<file path="src/rtl/trap_pkg.sv">
// trap_pkg -- shared definitions for the trap controller.
//   CSR address constants, the controller state encoding, the source index
//   width and the mcause encoding helper (cause = source index + 1).
package trap_pkg;

    localparam logic [11:0] CSR_MTVEC  = 12'h305;
    localparam logic [11:0] CSR_MCAUSE = 12'h342;
    localparam logic [11:0] CSR_MEPC   = 12'h341;
    localparam logic [11:0] CSR_MTVAL  = 12'h343;
    localparam logic [11:0] CSR_MIE    = 12'h304;
    localparam logic [11:0] CSR_MIP    = 12'h344;
    localparam logic [11:0] CSR_MIPD   = 12'h100;

    // Up to 16 sources, so a 4-bit index covers every configuration.
    localparam int IDX_W = 4;

    typedef enum logic [1:0] {
        ST_IDLE    = 2'd0,
        ST_ENTER   = 2'd1,
        ST_HANDLER = 2'd2,
        ST_RETURN  = 2'd3
    } trap_state_t;

    function automatic logic [31:0] cause_of(input logic [IDX_W-1:0] idx);
        return {{(32-IDX_W){1'b0}}, idx} + 32'd1;
    endfunction

endpackage

</file>
<file path="src/rtl/trap_prio_enc.sv">
// trap_prio_enc -- fixed-priority encoder, bit 0 highest priority.
//   Parameter NUM_SRC : request width (1..16)
//   req   in  NUM_SRC  request vector
//   valid out 1        any request bit set
//   idx   out 4        index of the lowest set bit (0 when valid=0)
module trap_prio_enc
    import trap_pkg::*;
#(
    parameter int NUM_SRC = 4
) (
    input  logic [NUM_SRC-1:0] req,
    output logic               valid,
    output logic [IDX_W-1:0]   idx
);

    always_comb begin
        valid = 1'b0;
        idx   = '0;
        // Scan from the top so the lowest set index is the last to assign.
        for (int i = NUM_SRC - 1; i >= 0; i--) begin
            if (req[i]) begin
                valid = 1'b1;
                idx   = IDX_W'(i);
            end
        end
    end

endmodule

</file>
<file path="src/rtl/trap_ctrl.sv">
// trap_ctrl -- machine-mode trap controller with a small CSR file.
//   Takes the highest-priority enabled pending source, captures pc/tval/cause,
//   redirects the PC to the trap vector, waits for the handler to write
//   mipd[0]=1, then redirects back to mepc.
//   Optional feature macro: TRAP_CTRL_VECTOR_EN (vectored mode via mtvec[0]).
//   Parameters: NUM_SRC (1..16), VEC_BASE (reset value of mtvec)
//   Ports:
//     clk, rstn          clock, asynchronous active-low reset
//     trap_req           level trap requests, bit 0 highest priority
//     trap_pc, trap_tval PC and trap value captured for the taken request
//     csr_radd/csr_dout  combinational CSR read port (0 when unmapped)
//     csr_wadd/csr_din/csr_wen  CSR write port
//     pc_redirect, pc_target    one-cycle redirect and its address
//     pipe_flush         pipeline flush, equal to pc_redirect
//     in_handler         high in HANDLER and RETURN
module trap_ctrl
    import trap_pkg::*;
#(
    parameter int          NUM_SRC  = 4,
    parameter logic [31:0] VEC_BASE = 32'h0000F000
) (
    input  logic               clk,
    input  logic               rstn,
    input  logic [NUM_SRC-1:0] trap_req,
    input  logic [31:0]        trap_pc,
    input  logic [31:0]        trap_tval,
    input  logic [11:0]        csr_radd,
    output logic [31:0]        csr_dout,
    input  logic [11:0]        csr_wadd,
    input  logic [31:0]        csr_din,
    input  logic               csr_wen,
    output logic               pc_redirect,
    output logic [31:0]        pc_target,
    output logic               pipe_flush,
    output logic               in_handler
);

    trap_state_t state, state_next;

    logic [31:0]        mtvec, mcause, mepc, mtval;
    logic [NUM_SRC-1:0] mie, mip;
    logic               mipd;

    logic [NUM_SRC-1:0] mip_fold, pending, clr_mask;
    logic               win_valid, take, ret_req;
    logic [IDX_W-1:0]   win_idx;
    logic [31:0]        vector;

    // New requests count in the same cycle they arrive.
    assign mip_fold = mip | trap_req;
    assign pending  = mip_fold & mie;

    trap_prio_enc #(.NUM_SRC(NUM_SRC)) u_prio (
        .req   (pending),
        .valid (win_valid),
        .idx   (win_idx)
    );

    assign take    = (state == ST_IDLE) && win_valid;
    assign ret_req = csr_wen && (csr_wadd == CSR_MIPD) && csr_din[0];

    always_comb begin
        for (int i = 0; i < NUM_SRC; i++) begin
            clr_mask[i] = take && (win_idx == IDX_W'(i));
        end
    end

`ifdef TRAP_CTRL_VECTOR_EN
    // Vectored mode places each cause 4 bytes apart from the aligned base.
    always_comb begin
        if (mtvec[0])
            vector = {mtvec[31:2], 2'b00} + ((mcause - 32'd1) << 2);
        else
            vector = {mtvec[31:2], 2'b00};
    end
`else
    assign vector = mtvec;
`endif

    always_ff @(posedge clk or negedge rstn) begin
        if (!rstn) state <= ST_IDLE;
        else       state <= state_next;
    end

    always_comb begin
        state_next  = state;
        pc_redirect = 1'b0;
        pc_target   = 32'd0;
        in_handler  = 1'b0;
        case (state)
            ST_IDLE: begin
                if (win_valid) state_next = ST_ENTER;
            end
            ST_ENTER: begin
                pc_redirect = 1'b1;
                pc_target   = vector;
                state_next  = ST_HANDLER;
            end
            ST_HANDLER: begin
                in_handler = 1'b1;
                if (ret_req) state_next = ST_RETURN;
            end
            ST_RETURN: begin
                pc_redirect = 1'b1;
                pc_target   = mepc;
                in_handler  = 1'b1;
                state_next  = ST_IDLE;
            end
            default: state_next = ST_IDLE;
        endcase
    end

    assign pipe_flush = pc_redirect;

    // A trap capture overrides a CSR write to the same register.
    always_ff @(posedge clk or negedge rstn) begin
        if (!rstn) begin
`ifdef TRAP_CTRL_VECTOR_EN
            mtvec <= VEC_BASE;
`else
            mtvec <= {VEC_BASE[31:2], 2'b00};
`endif
            mcause <= 32'd0;
            mepc   <= 32'd0;
            mtval  <= 32'd0;
            mie    <= '1;
            mip    <= '0;
            mipd   <= 1'b0;
        end else begin
            mip <= mip_fold & ~clr_mask;

            if (csr_wen && csr_wadd == CSR_MTVEC) begin
`ifdef TRAP_CTRL_VECTOR_EN
                mtvec <= csr_din;
`else
                mtvec <= {csr_din[31:2], 2'b00};
`endif
            end

            if (csr_wen && csr_wadd == CSR_MIE) mie <= csr_din[NUM_SRC-1:0];

            if (take) begin
                mepc   <= trap_pc;
                mtval  <= trap_tval;
                mcause <= cause_of(win_idx);
            end else begin
                if (csr_wen && csr_wadd == CSR_MEPC)   mepc   <= csr_din;
                if (csr_wen && csr_wadd == CSR_MTVAL)  mtval  <= csr_din;
                if (csr_wen && csr_wadd == CSR_MCAUSE) mcause <= csr_din;
            end

            if (take || state == ST_RETURN)
                mipd <= 1'b0;
            else if (csr_wen && csr_wadd == CSR_MIPD)
                mipd <= csr_din[0];
        end
    end

    always_comb begin
        csr_dout = 32'd0;
        case (csr_radd)
            CSR_MTVEC:  csr_dout = mtvec;
            CSR_MCAUSE: csr_dout = mcause;
            CSR_MEPC:   csr_dout = mepc;
            CSR_MTVAL:  csr_dout = mtval;
            CSR_MIE:    csr_dout[NUM_SRC-1:0] = mie;
            CSR_MIP:    csr_dout[NUM_SRC-1:0] = mip;
            CSR_MIPD:   csr_dout[0] = mipd;
            default:    csr_dout = 32'd0;
        endcase
    end

endmodule

</file>
<file path="config.mk">
export PLATFORM = sky130hd
export DESIGN_NAME = trap_ctrl
export DESIGN_NICKNAME = d
export VERILOG_FILES = /design/src/rtl/trap_pkg.sv /design/src/rtl/trap_prio_enc.sv /design/src/rtl/trap_ctrl.sv
export SDC_FILE = /design/constraint.sdc
export NUM_CORES = 1
export LEC_CHECK = 0
export BUFFER_PORTS_ARGS = -buffer_cell sky130_fd_sc_hd__clkbuf_2
export CORE_MARGIN = 5
export CORE_UTILIZATION = 54
export DETAILED_ROUTE_END_ITERATION = 6
export PLACE_DENSITY_LB_ADDON = 0.08
export SLEW_MARGIN = 30
export SYNTH_ARGS = -nofsm -noshare
export SYNTH_HDL_FRONTEND = slang
export SYNTH_SLANG_ARGS = --single-unit
</file>
<file path="constraint.sdc">
create_clock -name clk -period 2.4 [get_ports clk]
set_input_delay 0.48 -clock clk [delete_from_list [all_inputs] [get_ports clk]]
set_output_delay 0.48 -clock clk [all_outputs]
set_load 0.005 [all_outputs]
</file>
==> results.txt, run 1 <==
Hold Crit Class: in -> async
Clock power frac: 39.6%
initial antenna violation count: 0
unrepaired setup endpoints after global routing: yes
drt pass-1 iters: 5
final wirelength: 23,500 µm
sequential power share: 42.9%
crit start category: input pin
max_cap viols: 0
skew final: 0.00727 ns
core area: 13,800 µm²
P_leak: 5.23 nW
vias per cell: 6.02
Synth area leader: dfrtp_1
Post-Place Worst Slack: -0.120 ns
setup tns final: -0.0000966 ns
CTS Root Cell: clkbuf_16
largest net degree at the start of global routing: 128
Post-CTS Hold Buffers: 0
CP Capture Type: output pin
library cells used by synthesis: 45
number of enable flip-flop cells after synthesis: 0
outcome: complete, but fails checks
post-synthesis sequential area ratio: 45.6%
row count: 43
switch share: 27.8%
area occupied by multi-input gates: 4050 µm²
synth-to-layout area growth: 28.2%
DIE AREA: 16,400 µm²
Clock Sinks: 137
CTS buffer count: 17
Least-Margin Pin Slew: 0.692 ns
NetSw: 1.68 mW
Port Buf Inserts: 193
vias: 6,690
Reg area: 3440 µm²
Antenna Cells: 0
clk slew on worst S/H paths: 0.05 ns
Peak VDD IR: 0.000626 V
I/O pins: 194
crit path DAT: 1.92 ns
crit path time final: 2.40 ns
Clock Path Buffers: 2
Syn Nets: 861
most frequent cells after synthesis: 130 x mux2i_1, 129 x dfrtp_1, 71 x nand2_1
Max-slew headroom: 53.8%
Mapped Area: 7540 µm²
Crit Path Class: in -> out
clk_lat worst skew: 0.42 ns
part of the power in combinational logic: 17.5%
worst setup margin: -0.0000966 ns
most frequent cell after synthesis: mux2i_1
top-area cell type share of the netlist area: 42.8%
Fmax: 417 MHz
Crit Path Max Fanout: 7
final hold vios: 0
internal power: 4.37 mW
Synth area leaders: dfrtp_1 43%, mux2i_1 17%, mux2_2 5.4%, o21ai_0 3.8%, nand2_1 3.5%
register bit total from synthesis: 137
Syn Inst Count: 725
HPWL after DPL: 15,700 µm
CTS HTree Levels: 4
TritonCTS clock tree: yes
share of post-route cells with drive strength above 1: 35.6%
Net count, final: 1,054
Die Y: 128 µm
Residual DRC: 0
first-pass GRT wire length: 36,600 µm
Syn Area/Cell: 10.4 µm²
final setup vio count: 1
Starting Density: 54.7%
Congestion Overflow GR: 0
Yosys Warn Count: 0
Die W: 128 µm
CP Data Required Time: 1.92 ns
Final period util: 100%
failing checks: setup timing
DR iter-0 viols: 448
dominant register cell in the synthesized netlist: dfrtp_1
post-route ant nets: 0
Power Density: 626 nW/µm²
vias in the first global route: 7,046
gpl congestion: 0.931
ys async rst share: 100%
Filler cells: 1,107
All-Layer GR Usage: 28.5%
post-DR wirelength/cell: 21.2 µm
max-slew violation count: 0
critical path, cell delays in order:
cell and delay [ns]:
buf_6 0.10, nor4b_4 0.36, nand4_1 0.28, buf_6 0.22, buf_12 0.14, o221ai_4 0.17, buf_2 0.14
cell families (layout without fill, tap and decap cells):
logic type | count (synthesis) | count (layout) | share of synthesized area (%)
adders and majority gates | 9 | 9 | 1.49
buffers and inverters | 65 | 271 | 3.74
AOI/OAI and AO/OA | 147 | 147 | 13.4
DFF | 137 | 137 | 45.6
and+or+nand+nor | 200 | 200 | 13.0
muxes | 167 | 167 | 22.8
cell usage in the layout, fill, tap and decap left out, types with 5 or more instances in the layout:
master     count
nand4_1        8
nor2_1        48
buf_2         22
o221ai_2      13
o21ai_1       17
ha_1           9
buf_4         30
dfrtp_1      129
clkbuf_1       9
mux2_2        36
buf_6          7
buf_12         7
nand3_1       35
dfstp_2        8
clkbuf_2     167
nand2_1       71
inv_1          6
a221o_1       12
mux2i_1      130
o21ai_0       56
o221ai_4       5
a22o_1        30
and2_1         5
clkbuf_16     17
repair_timing:
item                       4_1_cts  5_1_grt
gates cloned                     0        1
hold endpoints to repair         0        0
buffers inserted                 1        0
pin swaps                        4       21
setup endpoints to repair       30       32
gates resized for setup         19       52
path summary, 6_finish.rpt:
kind                                  start           end  slack, ns  depth (start not counted)
worst max-delay path            csr_radd[5]  csr_dout[18]    -0.0001                          7
worst min-delay path                   rstn       mepc[1]       0.04                          2
worst max register to register       mie[3]     mcause[1]       0.34                          6
worst min register to register   mcause[18]    mcause[18]       0.52                          2
max in group asynchronous              rstn     mtvec[14]       1.98                          2
min in group clk                 trap_pc[7]       mepc[7]       0.27                          3
cell type report:
type	count	share of cell area, %
clock buffer	28	5.04
clock inverter	4	0.466
inverter	6	0.233
multi-input combinational	523	42.0
sequential	137	35.6
tap	180	2.33
timing repair buffer	233	14.4
flip-flops by register name (all words and copies together) (netlist names):
| name | count |
|---|---|
| state | 2 |
| mcause | 32 |
| mtvec | 30 |
| mie | 4 |
| mipd | 1 |
| mtval | 32 |
| mip | 4 |
| mepc | 32 |
per-layer routing:
layer  GRT usage, %  part of all wire, %  up-vias
li1               -                    -     3050
met2           47.5                   49      295
met1           36.7                   42     3302
met5              0                    0        -
met3           7.08                  7.8       43
met4           9.30                  1.7        0
metrics by stage:
stage / util, % / area, µm² / hold slack (ns) / instances / power, mW
6_report: 70.1 / 9660 / 0.0411 / 1111 / 6.05
5_1_grt: 70.1 / 9660 / 0.0758 / 1111 / 6.30
4_1_cts: 69.0 / 9510 / 0.0621 / 1110 / 6.07
3_5_place_dp: 64.3 / 8850 / 0.507 / 1077 / 3.67
3_3_place_gp: 64.3 / 8850 / 0.503 / 1077 / 3.62
2_1_floorplan: - / 7540 / 0.184 / 725 / 3.15
power by group through the flow:
stage | Sequential, mW | Clock, mW | Combinational, mW
after CTS | 2.59 | 2.43 | 1.05
final | 2.59 | 2.40 | 1.06
after global routing | 2.61 | 2.53 | 1.15
after global placement | 2.61 | 0 | 1.01
after floorplan | 2.60 | 0 | 0.555
after detailed placement | 2.63 | 0 | 1.04
Note: power is estimated with default switching activity, not from simulation.
==> run 2, diff against run 1 <==
--- a/config.mk
+++ b/config.mk
@@ -6,10 +6,11 @@
 export NUM_CORES = 1
 export LEC_CHECK = 0
 export BUFFER_PORTS_ARGS = -buffer_cell sky130_fd_sc_hd__clkbuf_2
+export CAP_MARGIN = 30
 export CORE_MARGIN = 5
 export CORE_UTILIZATION = 54
 export DETAILED_ROUTE_END_ITERATION = 6
-export PLACE_DENSITY_LB_ADDON = 0.08
+export PLACE_DENSITY = 0.93
 export SLEW_MARGIN = 30
 export SYNTH_ARGS = -nofsm -noshare
 export SYNTH_HDL_FRONTEND = slang
==> results.txt, run 2 (synthesized netlist as in run 1, its figures left out) <==
skew final: 0.00785 ns (+0.000575 ns)
TritonCTS clock tree: yes
design area: 9540 µm² (-1.2%)
clk_lat worst skew: 0.42 ns (about the same)
Starting Density: 54.7% (unchanged)
Critical path origin: csr_radd[5]
Reg area: 3440 µm² (unchanged)
post-CTS repair timing setup buffer count: 0 (-1)
share of post-route cells with drive strength above 1: 35.0% (-0.53 points)
CP Capture Type: output pin
Power, Total: 6.27 mW (+3.8%)
CTS Root Cell: clkbuf_16
worst-path cell chain: clkbuf_2 -> nor4b_4 -> and3_4 -> nand4bb_4 -> buf_6 -> o221ai_1 -> clkbuf_2
Hold Crit Class: in -> async
drt pass-1 iters: 7 (+2)
Hold WS: 0.0207 ns (-0.0205 ns)
Least-Margin Pin Slew: 0.697 ns (+0.00432 ns)
max_cap viols: 0 (unchanged)
largest net degree at the start of global routing: 76 (-41%)
vias: 6,885 (+2.9%)
CTS buffer count: 17 (unchanged)
Crit Path Max Fanout: 7 (unchanged)
Congestion Overflow GR: 0 (unchanged)
I/O pins: 194 (unchanged)
final wirelength: 23,600 µm (+0.52%)
All-Layer GR Usage: 28.9% (+0.40 points)
fin util: 69.3% (-0.86 points)
Final period util: 99.9% (about the same)
gpl congestion: 0.956 (+2.6%)
FF-to-FF Start: mip[1]
commonest cells after routing, fill and taps aside: 190 x clkbuf_2, 130 x mux2i_1, 129 x dfrtp_1
DP Area: 8850 µm² (about the same)
unrepaired setup endpoints after global routing: yes
Die W: 128 µm (unchanged)
P_leak: 5.20 nW (-0.54%)
Net count, final: 1,051 (-0.28%)
initial antenna violation count: 0 (unchanged)
Crit Path Class: in -> out
first-pass GRT wire length: 37,100 µm (+1.4%)
R2R depth: 5 (-1)
crit start category: input pin
synth-to-layout area growth: 26.6%
worst stage delay on the critical path: 0.39 ns (+0.03 ns)
commonest non-fill, non-tap cell in the layout: clkbuf_2
vias in the first global route: 7,327 (+4.0%)
Filler cells: 1,012 (-8.6%)
Critical Path Most Common Cell: clkbuf_2
final setup vio count: 0 (-1)
Peak VDD IR: 0.000419 V (-33%)
final hold vios: 0 (unchanged)
Fmax: 417 MHz (about the same)
Port Buf Inserts: 193 (unchanged)
row count: 43 (unchanged)
post-DR wirelength/cell: 21.3 µm (+0.79%)
CP Data Required Time: 1.92 ns (about the same)
post-route ant nets: 0 (unchanged)
Post-CTS Hold Buffers: 0 (unchanged)
reg-to-reg slack, setup: 0.51 ns (+0.17 ns)
CTS HTree Levels: 4 (unchanged)
Clock Path Buffers: 2 (unchanged)
slowest stage cell, crit path: nor4b_4
outcome: complete, no violations
clk slew on worst S/H paths: 0.05 ns (about the same)
core area: 13,800 µm² (unchanged)
reg2reg end: mtval[13]
Antenna Cells: 0 (unchanged)
Clock Sinks: 137 (unchanged)
vias per cell: 6.21 (+3.2%)
critical path endpoint: csr_dout[23]
Max-slew headroom: 53.6% (-0.29 points)
crit path time final: 2.40 ns (-0.00193 ns)
area occupied by multi-input gates: 3940 µm² (-2.8%)
Power Density: 658 nW/µm² (+5.1%)
Die Y: 128 µm (unchanged)
crit path DAT: 1.92 ns (about the same)
HPWL after DPL: 16,300 µm (+3.8%)
Residual DRC: 0 (unchanged)
DIE AREA: 16,400 µm² (unchanged)
DR iter-0 viols: 538 (+20%)
biggest regs: mcause x32, mepc x32, mtval x32
max-slew violation count: 0 (unchanged)
==> run 2: cell count changes in the layout (fill, tap and decap cells not counted), moves of 3 or more <==
cell / before / now
clkbuf_1: 9 / 3
clkbuf_2: 167 / 190
o221ai_2: 13 / 6
o221ai_1: 0 / 12
buf_4: 30 / 27
buf_2: 22 / 2
o221ai_4: 5 / 0
==> run 2: worst min path at each step <==
stage                           end  slack, ns  depth (start not counted)
after floorplan           mcause[0]       0.18                          0
after global placement     mtval[6]       0.47                          1
after detailed placement   mtval[6]       0.47                          1
after CTS                  mtval[6]       0.02                          1
after global routing      mcause[5]       0.04                          1
final                     mcause[5]       0.02                          1
==> run 2: timing repair <==
action | CTS | global route
endpoints found under the setup margin | 20 | 32
resized for setup | 4 | 16
pin swaps | 2 | 1
==> run 2: cell type report <==
type | instances | area share, %
clock buffers | 24 | 5.15
clock inverters | 8 | 0.970
inverters | 6 | 0.236
multi-input cells | 523 | 41.3
flip-flops and latches | 137 | 36.0
well taps | 180 | 2.36
repair buffers | 230 | 14.0
==> run 2: per-stage QoR <==
step	instances	setup slack [ns]	TNS (ns)
floorplan	725	0.237	0
global placement	1076	-0.0610	-0.443
detailed placement	1076	-0.135	-1.72
CTS	1108	-0.0301	-0.103
global route	1108	-0.0339	-0.270
finish	1108	0.00183	0
==> run 2: worst max-delay path: cells and delay by family <==
family,cells,cell delay [ns]
and+or+nand+nor,3,0.80
buffers and inverters,3,0.45
AOI/OAI and AO/OA,1,0.19
==> run 2: where the power goes <==
| group | internal (mW) | switching (mW) | leakage, nW |
|---|---|---|---|
| clock | 1.63 | 0.961 | 0.290 |
| sequential | 2.48 | 0.120 | 1.85 |
| combinational | 0.436 | 0.652 | 3.06 |
==> run 2: routing by layer <==
| metal | vias up | wire length (µm) | global-route usage [%] |
|---|---|---|---|
| met3 | 66 | 2320 | 8.75 |
| met5 | - | 0 | 0 |
| met1 | 3365 | 9220 | 36.0 |
| met2 | 404 | 11500 | 47.0 |
| li1 | 3050 | - | - |
| met4 | 0 | 624 | 12.0 |
==> run 3, diff against run 2 <==
--- a/config.mk
+++ b/config.mk
@@ -8,9 +8,9 @@
 export BUFFER_PORTS_ARGS = -buffer_cell sky130_fd_sc_hd__clkbuf_2
 export CAP_MARGIN = 30
 export CORE_MARGIN = 5
-export CORE_UTILIZATION = 54
+export CORE_UTILIZATION = 30
 export DETAILED_ROUTE_END_ITERATION = 6
-export PLACE_DENSITY = 0.93
+export PLACE_DENSITY = 0.62
 export SLEW_MARGIN = 30
 export SYNTH_ARGS = -nofsm -noshare
 export SYNTH_HDL_FRONTEND = slang
==> results.txt, run 3 (synthesized netlist as in run 1, its figures left out) <==
outcome: complete, but fails checks
failing checks: setup timing
post-CTS repair timing setup buffer count: 0 (unchanged)
initial antenna violation count: 0 (unchanged)
share of post-route cells with drive strength above 1: 34.2% (-0.79 points)
Peak VDD IR: 0.000392 V (-6.3%)
row count: 58 (+35%)
CP Capture Type: output pin
Port Buf Inserts: 193 (unchanged)
GRT busiest layer: met2
final wirelength: 25,500 µm (+7.9%)
synth-to-layout area growth: 29.1%
max-slew violation count: 0 (unchanged)
Max-slew headroom: 51.1% (-2.4 points)
largest net degree at the start of global routing: 73 (-3.9%)
final setup vio count: 3 (+3)
Power Density: 633 nW/µm² (-3.7%)
Die Y: 168 µm (+31%)
Post-Place Worst Slack: -0.0705 ns (+0.0647 ns)
Final period util: 100% (+0.33 points)
unrepaired setup endpoints after global routing: yes
crit start category: input pin
commonest non-fill, non-tap cell in the layout: clkbuf_2
final hold vios: 0 (unchanged)
Clock Path Buffers: 2 (unchanged)
post-DR wirelength/cell: 20.2 µm (-5.2%)
TritonCTS clock tree: yes
Post-CTS Hold Buffers: 0 (unchanged)
reg2reg end: mtval[7]
Congestion Overflow GR: 0 (unchanged)
Clock Sinks: 137 (unchanged)
Crit Path Max Fanout: 8 (+1)
max_cap viols: 0 (unchanged)
Antenna Cells: 0 (unchanged)
Global Route met3 Usage: 5.11% (-3.6 points)
R2R depth: 7 (+2)
CP Data Required Time: 1.92 ns (about the same)
clk_lat worst skew: 0.41 ns (about the same)
DIE AREA: 28,400 µm² (+73%)
I/O pins: 194 (unchanged)
first-pass GRT wire length: 39,800 µm (+7.0%)
CTS buffer count: 17 (unchanged)
Filler cells: 2,515 (+150%)
gpl congestion: 0.798 (-16%)
CTS Root Cell: clkbuf_16
Residual DRC: 0 (unchanged)
FF-to-FF Start: state[0]
biggest regs: mcause x32, mepc x32, mtval x32
clk slew on worst S/H paths: 0.06 ns (about the same)
Net count, final: 1,055 (+0.38%)
vias per cell: 5.21 (-16%)
Least-Margin Pin Slew: 0.733 ns (+0.0366 ns)
CTS HTree Levels: 4 (unchanged)
skew final: 0.0125 ns (+0.00468 ns)
met2 Usage GRT: 28.3% (-19 points)
Die W: 168 µm (+31%)
Hold Crit Class: in -> async
reg-to-reg slack, setup: 0.43 ns (-0.08 ns)
Starting Density: 30.2% (-25 points)
post-route ant nets: 0 (unchanged)
crit path time final: 2.41 ns (+0.00802 ns)
Crit Path Class: in -> out
vias in the first global route: 6,958 (-5.0%)
commonest cells after routing, fill and taps aside: 183 x clkbuf_2, 130 x mux2i_1, 129 x dfrtp_1
grt met1 use: 24.0% (-12 points)
core area: 25,000 µm² (+81%)
drt pass-1 iters: 5 (-2)
P_leak: 5.22 nW (+0.29%)
All-Layer GR Usage: 17.9% (-11 points)
crit path DAT: 1.93 ns (about the same)
Fmax: 416 MHz (-0.33%)
vias: 6,581 (-4.4%)
DR iter-0 viols: 458 (-15%)
Power, Total: 6.16 mW (-1.8%)
worst setup margin: -0.00618 ns (-0.00802 ns)
HPWL after DPL: 17,800 µm (+9.0%)
[run 3: report_power, final]
group,switching [mW],internal (mW)
registers,0.127,2.47
clock network,0.994,1.42
logic,0.664,0.479
[run 3: what timing repair did]
item | CTS | global route
endpoints found under the setup margin | 37 | 53
resized for setup | 7 | 15
cloned | 0 | 0
pin swaps | 8 | 9
[run 3: worst max path at each step]
stage / start / endpoint / slack [ns]
2_1_floorplan: csr_radd[1] / csr_dout[10] / 0.24
3_3_place_gp: csr_radd[5] / csr_dout[18] / -0.07
3_5_place_dp: csr_radd[5] / csr_dout[18] / -0.07
4_1_cts: csr_radd[7] / csr_dout[18] / -0.04
5_1_grt: csr_radd[5] / csr_dout[27] / -0.08
6_report: csr_radd[5] / csr_dout[15] / -0.006
[run 3: metal layers]
layer  part of all wire (%)  wire length [µm]
met3                    6.9              1770
met4                    1.4               345
met1                     46             11600
met5                      0                 0
met2                     46             11800
[run 3: critical path, cell delays in order]
cell and delay, ns:
buf_8 0.10, nor4b_4 0.30, buf_4 0.16, nand4_1 0.20, nor2_2 0.22, buf_6 0.19, a221o_1 0.16, clkbuf_2 0.10
[run 3: through the flow]
step | instances | hold WS (ns) | util (%) | cell area (µm²) | setup TNS [ns]
after CTS | 1262 | 0.0106 | 38.9 | 9700 | -0.213
after global routing | 1262 | 0.0154 | 39.0 | 9730 | -1.06
final | 1262 | 0.00930 | 39.0 | 9730 | -0.0110
after global placement | 1230 | 0.459 | 36.6 | 9130 | -0.550
after floorplan | 725 | 0.184 | - | 7540 | 0
after detailed placement | 1230 | 0.460 | 36.6 | 9130 | -0.438
[run 3: area by class of cell]
class	instances	area (µm²)	share of cell area, %
Multi-Input combinational cell	523	3880	39.9
Sequential cell	137	3440	35.3
Timing Repair Buffer	234	1440	14.8
Clock buffer	24	492	5.05
Tap cell	330	413	4.24
Clock inverter	8	47.5	0.489
Inverter	6	22.5	0.231
